**src/rtl/timing_recovery_gen_if.sv**
```systemverilog
// Sample-stream bundle between the demod front end and the timing-recovery loop.
// The front end is the master: it drives the samples and reads back the recovered symbols.
interface timing_recovery_gen_if #(
  parameter int W     = 4,
  parameter int TAU_W = 4,
  parameter int ERR_W = 8
);
  logic                    en;
  logic signed [W-1:0]     I_in;
  logic signed [W-1:0]     Q_in;
  logic                    sym_valid;
  logic signed [W-1:0]     sym_I;
  logic signed [W-1:0]     sym_Q;
  logic signed [ERR_W-1:0] e_k_out;
  logic [TAU_W-1:0]        tau_out;
  logic                    locked;

  modport master (
    output en, I_in, Q_in,
    input  sym_valid, sym_I, sym_Q, e_k_out, tau_out, locked
  );

  modport slave (
    input  en, I_in, Q_in,
    output sym_valid, sym_I, sym_Q, e_k_out, tau_out, locked
  );
endinterface

```
**src/rtl/timing_recovery_gen.sv**
```systemverilog
// Gardner timing-error detector on I/Q with a first-order accumulate-and-threshold
// loop that nudges the symbol phase tau by one sample whenever the accumulated
// error crosses +/-THRESH. A lock flag rises after LOCK_SYMS step-free symbols.
module timing_recovery_gen #(
  parameter int W         = 4,
  parameter int OSR       = 16,
  parameter int TAU_W     = $clog2(OSR),
  parameter int ERR_W     = 8,
  parameter int ACC_W     = 12,
  parameter int THRESH    = 64,
  parameter int LOCK_SYMS = 32
) (
  input logic                  clk,
  input logic                  rst,
  timing_recovery_gen_if.slave bus
);
  localparam int CNT_W = $clog2(OSR + 1);
  localparam int LCK_W = $clog2(LOCK_SYMS + 1);
  localparam int PW    = 2 * W + 2;
  localparam logic signed [ACC_W-1:0] TH_POS = ACC_W'(THRESH);
  localparam logic signed [ACC_W-1:0] TH_NEG = ACC_W'(-THRESH);

  logic [CNT_W-1:0]        cnt_q, cnt_d;
  logic [TAU_W-1:0]        tau_q, tau_d;
  logic signed [ACC_W-1:0] acc_q, acc_d;
  logic [LCK_W-1:0]        lock_q, lock_d;
  logic                    first_q, first_d;
  logic signed [W-1:0]     mid_i_q, mid_i_d, mid_q_q, mid_q_d;
  logic signed [W-1:0]     prev_i_q, prev_i_d, prev_q_q, prev_q_d;
  logic                    sym_valid_q, sym_valid_d;
  logic signed [W-1:0]     sym_i_q, sym_i_d, sym_q_q, sym_q_d;
  logic signed [ERR_W-1:0] err_q, err_d;

  logic                    strobe, mid_hit, step_up, step_dn;
  logic signed [PW-1:0]    diff_i, diff_q, e_full;
  logic signed [ERR_W-1:0] err_sat;
  logic signed [ACC_W:0]   acc_sum;
  logic signed [ACC_W-1:0] acc_n;

  assign strobe  = bus.en && (cnt_q == '0);
  assign mid_hit = bus.en && (cnt_q == CNT_W'(OSR / 2));

  // Full-width Gardner error: mid * (prev - cur) summed over I and Q.
  always_comb begin
    diff_i = PW'(prev_i_q) - PW'(bus.I_in);
    diff_q = PW'(prev_q_q) - PW'(bus.Q_in);
    e_full = (PW'(mid_i_q) * diff_i) + (PW'(mid_q_q) * diff_q);
  end

  generate
    if (ERR_W < PW) begin : g_err_sat
      // Clamp the raw error when its upper bits are not a pure sign extension.
      always_comb begin
        if ((e_full[PW-1:ERR_W-1] == '0) || (e_full[PW-1:ERR_W-1] == '1))
          err_sat = e_full[ERR_W-1:0];
        else if (e_full[PW-1])
          err_sat = {1'b1, {(ERR_W-1){1'b0}}};
        else
          err_sat = {1'b0, {(ERR_W-1){1'b1}}};
      end
    end else begin : g_err_ext
      assign err_sat = ERR_W'(e_full);
    end
  endgenerate

  // Accumulate one guard bit wide, then clamp back so the loop never wraps.
  always_comb begin
    acc_sum = (ACC_W + 1)'(acc_q) + (ACC_W + 1)'(err_sat);
    if (acc_sum[ACC_W] == acc_sum[ACC_W-1])
      acc_n = acc_sum[ACC_W-1:0];
    else if (acc_sum[ACC_W])
      acc_n = {1'b1, {(ACC_W-1){1'b0}}};
    else
      acc_n = {1'b0, {(ACC_W-1){1'b1}}};
    step_up = !first_q && (acc_n >= TH_POS);
    step_dn = !first_q && (acc_n <= TH_NEG);
  end

  // Next-state: counter, mid/strobe captures, loop filter, tau stepping and lock.
  always_comb begin
    cnt_d       = cnt_q;
    tau_d       = tau_q;
    acc_d       = acc_q;
    lock_d      = lock_q;
    first_d     = first_q;
    mid_i_d     = mid_i_q;
    mid_q_d     = mid_q_q;
    prev_i_d    = prev_i_q;
    prev_q_d    = prev_q_q;
    sym_i_d     = sym_i_q;
    sym_q_d     = sym_q_q;
    err_d       = err_q;
    sym_valid_d = strobe;
    if (bus.en) begin
      cnt_d = cnt_q - 1'b1;
      if (mid_hit) begin
        mid_i_d = bus.I_in;
        mid_q_d = bus.Q_in;
      end
      if (strobe) begin
        sym_i_d  = bus.I_in;
        sym_q_d  = bus.Q_in;
        err_d    = err_sat;
        prev_i_d = bus.I_in;
        prev_q_d = bus.Q_in;
        if (first_q) begin
          first_d = 1'b0;
          cnt_d   = CNT_W'(OSR - 1);
        end else if (step_up) begin
          tau_d  = (tau_q == TAU_W'(OSR - 1)) ? '0 : tau_q + 1'b1;
          acc_d  = '0;
          lock_d = '0;
          cnt_d  = CNT_W'(OSR);
        end else if (step_dn) begin
          tau_d  = (tau_q == '0) ? TAU_W'(OSR - 1) : tau_q - 1'b1;
          acc_d  = '0;
          lock_d = '0;
          cnt_d  = CNT_W'(OSR - 2);
        end else begin
          acc_d = acc_n;
          cnt_d = CNT_W'(OSR - 1);
          if (lock_q != LCK_W'(LOCK_SYMS))
            lock_d = lock_q + 1'b1;
        end
      end
    end
  end

  // State registers with asynchronous reset.
  always_ff @(posedge clk or posedge rst) begin
    if (rst) begin
      cnt_q       <= CNT_W'(OSR - 1);
      tau_q       <= '0;
      acc_q       <= '0;
      lock_q      <= '0;
      first_q     <= 1'b1;
      mid_i_q     <= '0;
      mid_q_q     <= '0;
      prev_i_q    <= '0;
      prev_q_q    <= '0;
      sym_valid_q <= 1'b0;
      sym_i_q     <= '0;
      sym_q_q     <= '0;
      err_q       <= '0;
    end else begin
      cnt_q       <= cnt_d;
      tau_q       <= tau_d;
      acc_q       <= acc_d;
      lock_q      <= lock_d;
      first_q     <= first_d;
      mid_i_q     <= mid_i_d;
      mid_q_q     <= mid_q_d;
      prev_i_q    <= prev_i_d;
      prev_q_q    <= prev_q_d;
      sym_valid_q <= sym_valid_d;
      sym_i_q     <= sym_i_d;
      sym_q_q     <= sym_q_d;
      err_q       <= err_d;
    end
  end

  assign bus.sym_valid = sym_valid_q;
  assign bus.sym_I     = sym_i_q;
  assign bus.sym_Q     = sym_q_q;
  assign bus.e_k_out   = err_q;
  assign bus.tau_out   = tau_q;
  assign bus.locked    = (lock_q == LCK_W'(LOCK_SYMS));
endmodule
```
**src/flat_wrapper.sv**
```systemverilog
// flat-port wrapper written by rule: the top's interface ports become plain ports
module timing_recovery_gen_flat 
#(
  parameter int W         = 4,
  parameter int OSR       = 16,
  parameter int TAU_W     = $clog2(OSR),
  parameter int ERR_W     = 8,
  parameter int ACC_W     = 12,
  parameter int THRESH    = 64,
  parameter int LOCK_SYMS = 32
)
  (clk, rst, bus_en, bus_I_in, bus_Q_in, bus_sym_valid, bus_sym_I, bus_sym_Q, bus_e_k_out, bus_tau_out, bus_locked);
  timing_recovery_gen_if #(.W(W), .TAU_W(TAU_W), .ERR_W(ERR_W)) bus_i ();
  input logic clk;
  input logic rst;
  input wire logic [$bits(bus_i.en)-1:0] bus_en;
  input wire logic [$bits(bus_i.I_in)-1:0] bus_I_in;
  input wire logic [$bits(bus_i.Q_in)-1:0] bus_Q_in;
  output wire logic [$bits(bus_i.sym_valid)-1:0] bus_sym_valid;
  output wire logic [$bits(bus_i.sym_I)-1:0] bus_sym_I;
  output wire logic [$bits(bus_i.sym_Q)-1:0] bus_sym_Q;
  output wire logic [$bits(bus_i.e_k_out)-1:0] bus_e_k_out;
  output wire logic [$bits(bus_i.tau_out)-1:0] bus_tau_out;
  output wire logic [$bits(bus_i.locked)-1:0] bus_locked;
  assign bus_i.en = bus_en;
  assign bus_i.I_in = bus_I_in;
  assign bus_i.Q_in = bus_Q_in;
  assign bus_sym_valid = bus_i.sym_valid;
  assign bus_sym_I = bus_i.sym_I;
  assign bus_sym_Q = bus_i.sym_Q;
  assign bus_e_k_out = bus_i.e_k_out;
  assign bus_tau_out = bus_i.tau_out;
  assign bus_locked = bus_i.locked;
  timing_recovery_gen #(.W(W), .OSR(OSR), .TAU_W(TAU_W), .ERR_W(ERR_W), .ACC_W(ACC_W), .THRESH(THRESH), .LOCK_SYMS(LOCK_SYMS)) u_core (.clk(clk), .rst(rst), .bus(bus_i));
endmodule
```
**config.mk**
```make
export PLATFORM = sky130hd
export DESIGN_NAME = timing_recovery_gen_flat
export DESIGN_NICKNAME = d
export VERILOG_FILES = /design/src/rtl/timing_recovery_gen_if.sv /design/src/rtl/timing_recovery_gen.sv /design/src/flat_wrapper.sv
export SDC_FILE = /design/constraint.sdc
export NUM_CORES = 1
export LEC_CHECK = 0
export BUFFER_PORTS_ARGS = -buffer_cell sky130_fd_sc_hd__buf_2
export CAP_MARGIN = 20
export CORE_MARGIN = 1
export CORE_UTILIZATION = 25
export CTS_CLUSTER_SIZE = 10
export DETAILED_ROUTE_END_ITERATION = 12
export PLACE_DENSITY = 0.47
export SYNTH_ARGS = -nofsm -noshare
export SYNTH_HDL_FRONTEND = slang
export SYNTH_SLANG_ARGS = --single-unit
```
**constraint.sdc**
```tcl
create_clock -name clk -period 8 [get_ports clk]
set_clock_uncertainty 0.1 [all_clocks]
set_input_delay 0 -clock clk [delete_from_list [all_inputs] [get_ports clk]]
set_output_delay 0 -clock clk [all_outputs]
set_load 0.1 [all_outputs]
```
**Word level (Yosys, flattened, before mapping)**

Index checks and enable logic that the tools add are counted.

- Register bits after elaboration: 53
- Input bits: 11
- Logic and storage cells: 63
- Output and inout bits: 22

- Reduce and logical (&&, ||, !) cells: 16
- Bitwise operators: 1
- Order comparisons: 2
- Mux-type cells: 17
- Multipliers: 2
- Equal/unequal tests: 6
- $add $sub $neg: 8

Operators by type and width:

| kind | count |
|---|---|
| 12-bit 2-to-1 mux | 4 |
| 4-bit by 5-bit multiplier with 9-bit output | 2 |
| 6-bit 2-to-1 mux | 3 |
| 4-bit 2-to-1 mux | 4 |
| 8-bit 2-to-1 mux | 2 |
| 5-bit 2-to-1 mux | 3 |
| 12-bit by 8-bit adder with 13-bit output | 1 |
| 12-bit by 8-bit >= comparator with 1-bit output (second input constant) | 1 |
| 12-bit by 7-bit less-or-equal comparator with 1-bit output (second input constant) | 1 |
| 10-bit adder | 1 |
| 4-bit by 4-bit subtractor with 5-bit output | 2 |
| 4-bit AND reduction | 2 |
| 6-bit by 1-bit adder with 6-bit output (second input constant) | 1 |
| 6-bit == test (second input constant) | 1 |
| 6-bit != test (second input constant) | 1 |
| 5-bit by 4-bit == test with 1-bit output (second input constant) | 1 |
| 5-bit zero test | 1 |
| 5-bit by 1-bit subtractor with 5-bit output (second input constant) | 1 |
| 4-bit by 1-bit adder with 4-bit output (second input constant) | 1 |
| 4-bit == test (second input constant) | 1 |
| 1-bit logical AND | 4 |
| 4-bit zero test | 1 |
| 2-bit AND reduction | 2 |
| 4-bit by 1-bit subtractor with 4-bit output (second input constant) | 1 |
| other kinds (10) | 10 |

**Logic depth before layout (Yosys ltp)**

- Depth in word-level cells: 15
- Depth in mapped cells: 39
- Mapped depth without buffers: 37

**Least setup slack after synthesis**

Ideal clock, no wire load.

- Path type: register to register
- Start point: register u_core.prev_i_q[0]
- End point: register u_core.lock_q[5]
- Clock period less this slack: 8.937 ns
- Setup time: 0.076 ns
- Path buffers: 1
- Path slack: -0.937 ns
- Data required time: 7.824 ns
- Arrival: 8.761 ns
- Cell stages (with the launch flop): 36
- Cell sequence: dfrtp_1 > inv_1 > ha_1 > inv_1 > fa_1 > a2111oi_0 > a21oi_1 > nor2b_1 > fa_1 > fa_1 > ha_1 > ha_1 > a21oi_1 > o21bai_1 > a21oi_1 > xnor2_1 > ha_1 > nor3b_2 > o32ai_4 > or2_0 > buf_4 > inv_1 > a21oi_1 > o21ai_0 > inv_1 > ha_1 > a21o_1 > a22o_4 > o41ai_2 > a2111oi_0 > a311oi_1 > nand4b_1 > or4_4 > o22a_1 > or4_1 > o21ai_1

- Longest elaborated chain between the ends: 13
- Elaborated cells on any way between the ends: 20
- Those cells by class: add/sub (3); mul (1); order compare (2); eq/ne (2); mux (6); reduce/logical (6)

Ends and longest elaborated chain:

| what | line | RTL |
|---|---|---|
| start, declared | timing_recovery_gen.sv:29 | `logic signed [W-1:0] prev_i_q, prev_i_d, prev_q_q, prev_q_d;` |
| start signal, assigned | timing_recovery_gen.sv:153 | `prev_i_q <= prev_i_d;` |
| 4-bit by 4-bit subtractor with 5-bit output (*) | timing_recovery_gen.sv:45 | `diff_i = PW'(prev_i_q) - PW'(bus.I_in);` |
| 4-bit by 5-bit multiplier with 9-bit output (*) | timing_recovery_gen.sv:47 | `e_full = (PW'(mid_i_q) * diff_i) + (PW'(mid_q_q) * diff_q);` |
| 10-bit adder (*) | timing_recovery_gen.sv:47 |  |
| 3-bit == test or 3-bit zero test (tied branches) | timing_recovery_gen.sv:54 | `if ((e_full[PW-1:ERR_W-1] == '0) \|\| (e_full[PW-1:ERR_W-1] == '1))` |
| 1-bit logical OR | timing_recovery_gen.sv:54 |  |
| 8-bit 2-to-1 mux (*) | timing_recovery_gen.sv:54 |  |
| net u_core.err_sat[1] | timing_recovery_gen.sv:36 | `logic signed [ERR_W-1:0] err_sat;` |
| 12-bit by 8-bit adder with 13-bit output (*) | timing_recovery_gen.sv:68 | `acc_sum = (ACC_W + 1)'(acc_q) + (ACC_W + 1)'(err_sat);` |
| 12-bit 2-to-1 mux or 1-bit == test (tied branches) | timing_recovery_gen.sv:71, timing_recovery_gen.sv:69 |  |
| 12-bit 2-to-1 mux (*) | timing_recovery_gen.sv:69 | `if (acc_sum[ACC_W] == acc_sum[ACC_W-1])` |
| 12-bit by 7-bit less-or-equal comparator with 1-bit output or 12-bit by 8-bit >= comparator with 1-bit output (tied branches) | timing_recovery_gen.sv:76, timing_recovery_gen.sv:75 |  |
| 1-bit logical AND (on tied branches) | timing_recovery_gen.sv:76, timing_recovery_gen.sv:75 |  |
| 3-bit nonzero test (no source line) or 6-bit 2-to-1 mux (tied branches) | n/a |  |
| 4-bit AND reduction (no source line) or 6-bit 2-to-1 mux (tied branches) | n/a |  |
| end signal, assigned | timing_recovery_gen.sv:149 | `lock_q <= lock_d;` |
| end, declared | timing_recovery_gen.sv:26 | `logic [LCK_W-1:0] lock_q, lock_d;` |

The timed path passes the listed nets; every way through them passes the cells marked *.
A chain may end at the register's enable or synchronous reset.

**Worst setup path in the final report**

Ends and elaborated chain as after synthesis.

==> metrics.md <==
| Metric | Value |
|---|---|
| Routed Antenna Nets | 0 |
| Max_cap viols | 0 |
| Worst slew pin tran | 0.751 ns |
| Slew headroom | 49.9% |
| Max Buffers Root-to-Sink | 2 |
| Crit path DAT | 8.23 ns |
| Clock latency on the worst-skew pair | 0.30 ns |
| Synth area leader | dfrtp_1 |
| Slew Viols, Final | 0 |
| Worst r2r src | u_core.prev_i_q[0] |
| Final period utilization | 101% |
| Gate count of the mapped netlist | 582 |
| Top-area cell type share of the netlist area | 22.8% |
| Netlist cell types | 64 |
| RSZ-0062 raised after global routing | yes |
| Post-DR wirelength/cell | 14.7 microns |
| Post-Syn Nets | 681 |
| DRC viols | 0 |
| Max Fanout on Critical Path | 5 |
| Critical Path Source | u_core.prev_i_q[0] |
| Area of the core | 20400 sq um |
| CTS Root Cell | clkbuf_16 |
| Initial Util | 25.8% |
| Setup crit start kind | flip-flop |
| Worst EP required | 8.13 ns |
| Minimum clock period | 8.10 ns |
| Average cell area after synthesis | 9.07 sq um |
| Overflow after GRT | 0 |
| Die W | 147 microns |
| Top achievable clock speed | 123 MHz |
| Final Worst Setup Slack | -0.100 ns |
| Via count | 4881 |
| Hold Fails Final Rpt | 0 |
| Area delta synth->final | 48.9% |
| H-tree depth | 2 |
| Slowest CP cell | or4_4 |
| Asr flop ratio synth | 100% |
| Buffers on Ports | 32 |
| Commonest non-fill, non-tap cell in the layout | buf_4 |
| Critical path's largest stage delay | 0.52 ns |
| Die area | 21700 sq um |
| TritonCTS buffer count | 5 |
| Outcome | finished with violations |
| Dpl hpwl | 11300 microns |
| DR iter-0 viols | 147 |
| Io pins | 33 |
| Dominant cells by area after synthesis | dfrtp_1, ha_1, fa_1 |
| # clock sinks | 53 |
| Hold slack | 0.0443 ns |
| Setup violations, final | 7 |
| Initial antenna violation count | 0 |
| Yosys warns | 0 |
| CTS tree | yes |
| Clock transition at the registers of the reported paths | 0.07 ns |
| Layout cells sized above 1 | 44.6% |
| Sequential area share after synthesis | 25.3% |
| Worst min path class | input pin to flip-flop |
| Final WL | 15100 microns |
| Drt pass-1 iters | 4 |
| GRT Overall Usage | 13.7% |
| RePlAce Congestion | 0.823 |
| Setup crit end kind | flip-flop |
| Setup CP Type | flip-flop to flip-flop |
| Vias in the first global route | 4919 |
| Failing checks | setup timing |
| Beginning of the worst hold path | bus_I_in[1] |
| Nets@finish | 856 |
| First-pass GRT wire length | 24000 microns |
| Row Count | 52 |
| Most frequent cells in the layout | buf_4, nand2_1, inv_1, ha_1, dfrtp_1 |
| Commonest register cell after synthesis | dfrtp_1 |
| Cell Area, Synth | 5280 sq um |
| FF+latch count, synth | 53 |
| Number of synthesized flops with an enable pin | 0 |
| Largest net degree at the start of global routing | 54 |
| Drt via density | 4.75 |
| DIE HEIGHT | 147 microns |
| Diode count | 0 |
## cells in the mapped netlist, types with 2 or more instances
library cell / count
nor4_1: 5
a2111oi_0: 2
a21oi_1: 41
and3_1: 5
or2_2: 4
a221oi_1: 2
a211oi_1: 6
o21a_1: 4
inv_1: 59
ha_1: 62
nor3_1: 6
o21bai_1: 7
maj3_1: 2
dfstp_2: 5
and2_1: 13
a31oi_1: 3
o31ai_1: 6
mux2_2: 13
mux2i_1: 4
o21ai_1: 2
fa_1: 26
a31o_2: 3
xor2_1: 7
buf_1: 2
clkbuf_1: 11
a21o_1: 19
nor2b_1: 16
dfrtp_1: 48
nand4b_1: 3
nand2_1: 50
nand3_1: 8
o21ai_0: 41
nor2_1: 26
nand2b_1: 6
a22o_1: 3
o221ai_1: 2
a311oi_1: 2
o22ai_1: 2
a21oi_2: 2
xnor2_1: 30
## kinds of logic after synthesis
| kind of cell | Yosys count | synth area share (%) |
|---|---|---|
| compound gates | 162 | 20.5 |
| simple gates | 150 | 14.4 |
| fa+ha+maj | 90 | 24.9 |
| buf+inv | 73 | 5.26 |
| flops | 53 | 25.3 |
| xor+xnor | 37 | 6.14 |
| mux | 17 | 3.53 |
## worst max-delay path: cells and delay by family, from the launching register on
kind	cells	cell delay, ns
fa+ha+maj	9	3.05
compound gates	10	1.76
simple gates	5	1.52
buf+inv	8	0.84
flops	1	0.41
xor+xnor	3	0.38
## per-layer routing
metal	GRT usage, %	up-vias	wire length, microns
met1	17.2	2402	6750
met5	0	-	0
met2	23.9	74	7600
met3	2.24	24	390
met4	4.28	0	335
li1	-	2381	-
## path summary, 6_finish.rpt
kind | endpoint | slack, ns | cells past startpoint
max | u_core.lock_q[5] | -0.10 | 35
min | u_core.prev_i_q[1] | 0.04 | 4
max reg2reg | u_core.lock_q[5] | -0.10 | 35
min reg2reg | u_core.acc_q[9] | 0.39 | 1
max in group asynchronous | u_core.prev_q_q[0] | 6.94 | 4
min in group asynchronous | u_core.bus.sym_valid | 0.35 | 4
## cell type report
cell class                 instances  area, sq um
inverter                          59          226
clock buffer                       6          139
fill                            2063        12600
multi-input combinational        456         4430
clock inverter                     2         16.3
tap                              270          338
sequential                        53         1340
timing repair buffer             182         1360
## sequential cells by signal (all words and copies together) (netlist names)
signal and count:
u_core.prev_q_q 4, u_core.bus.sym_valid 1, u_core.mid_i_q 4, u_core.cnt_q 5, u_core.acc_q 12, u_core.first_q 1
u_core.bus.e_k_out 8, u_core.lock_q 6, u_core.prev_i_q 4, u_core.mid_q_q 4, u_core.bus.tau_out 4
## stage by stage
stage | utilization (%) | area, sq um | worst slack [ns] | setup TNS [ns] | instances
final | 38.4 | 7860 | -0.100 | -0.193 | 1028
after floorplan | - | 5500 | -0.250 | -1.80 | 582
after global routing | 38.4 | 7860 | -0.402 | -6.82 | 1028
after detailed placement | 33.0 | 6740 | -0.546 | -9.86 | 979
after CTS | 35.9 | 7340 | -0.325 | -4.97 | 1013
after global placement | 33.0 | 6740 | -0.526 | -9.54 | 979
## timing repair
item	4_1_cts	5_1_grt
hold buffers	9	0
setup buffers	17	15
pin swaps	41	50
gates resized for setup	49	74
hold endpoints to repair	67	0
endpoints found under the setup margin	27	27
Power is left out: the tool's default activity adds up to more than one toggle a clock period on the data nets, which glitch-free logic cannot reach.
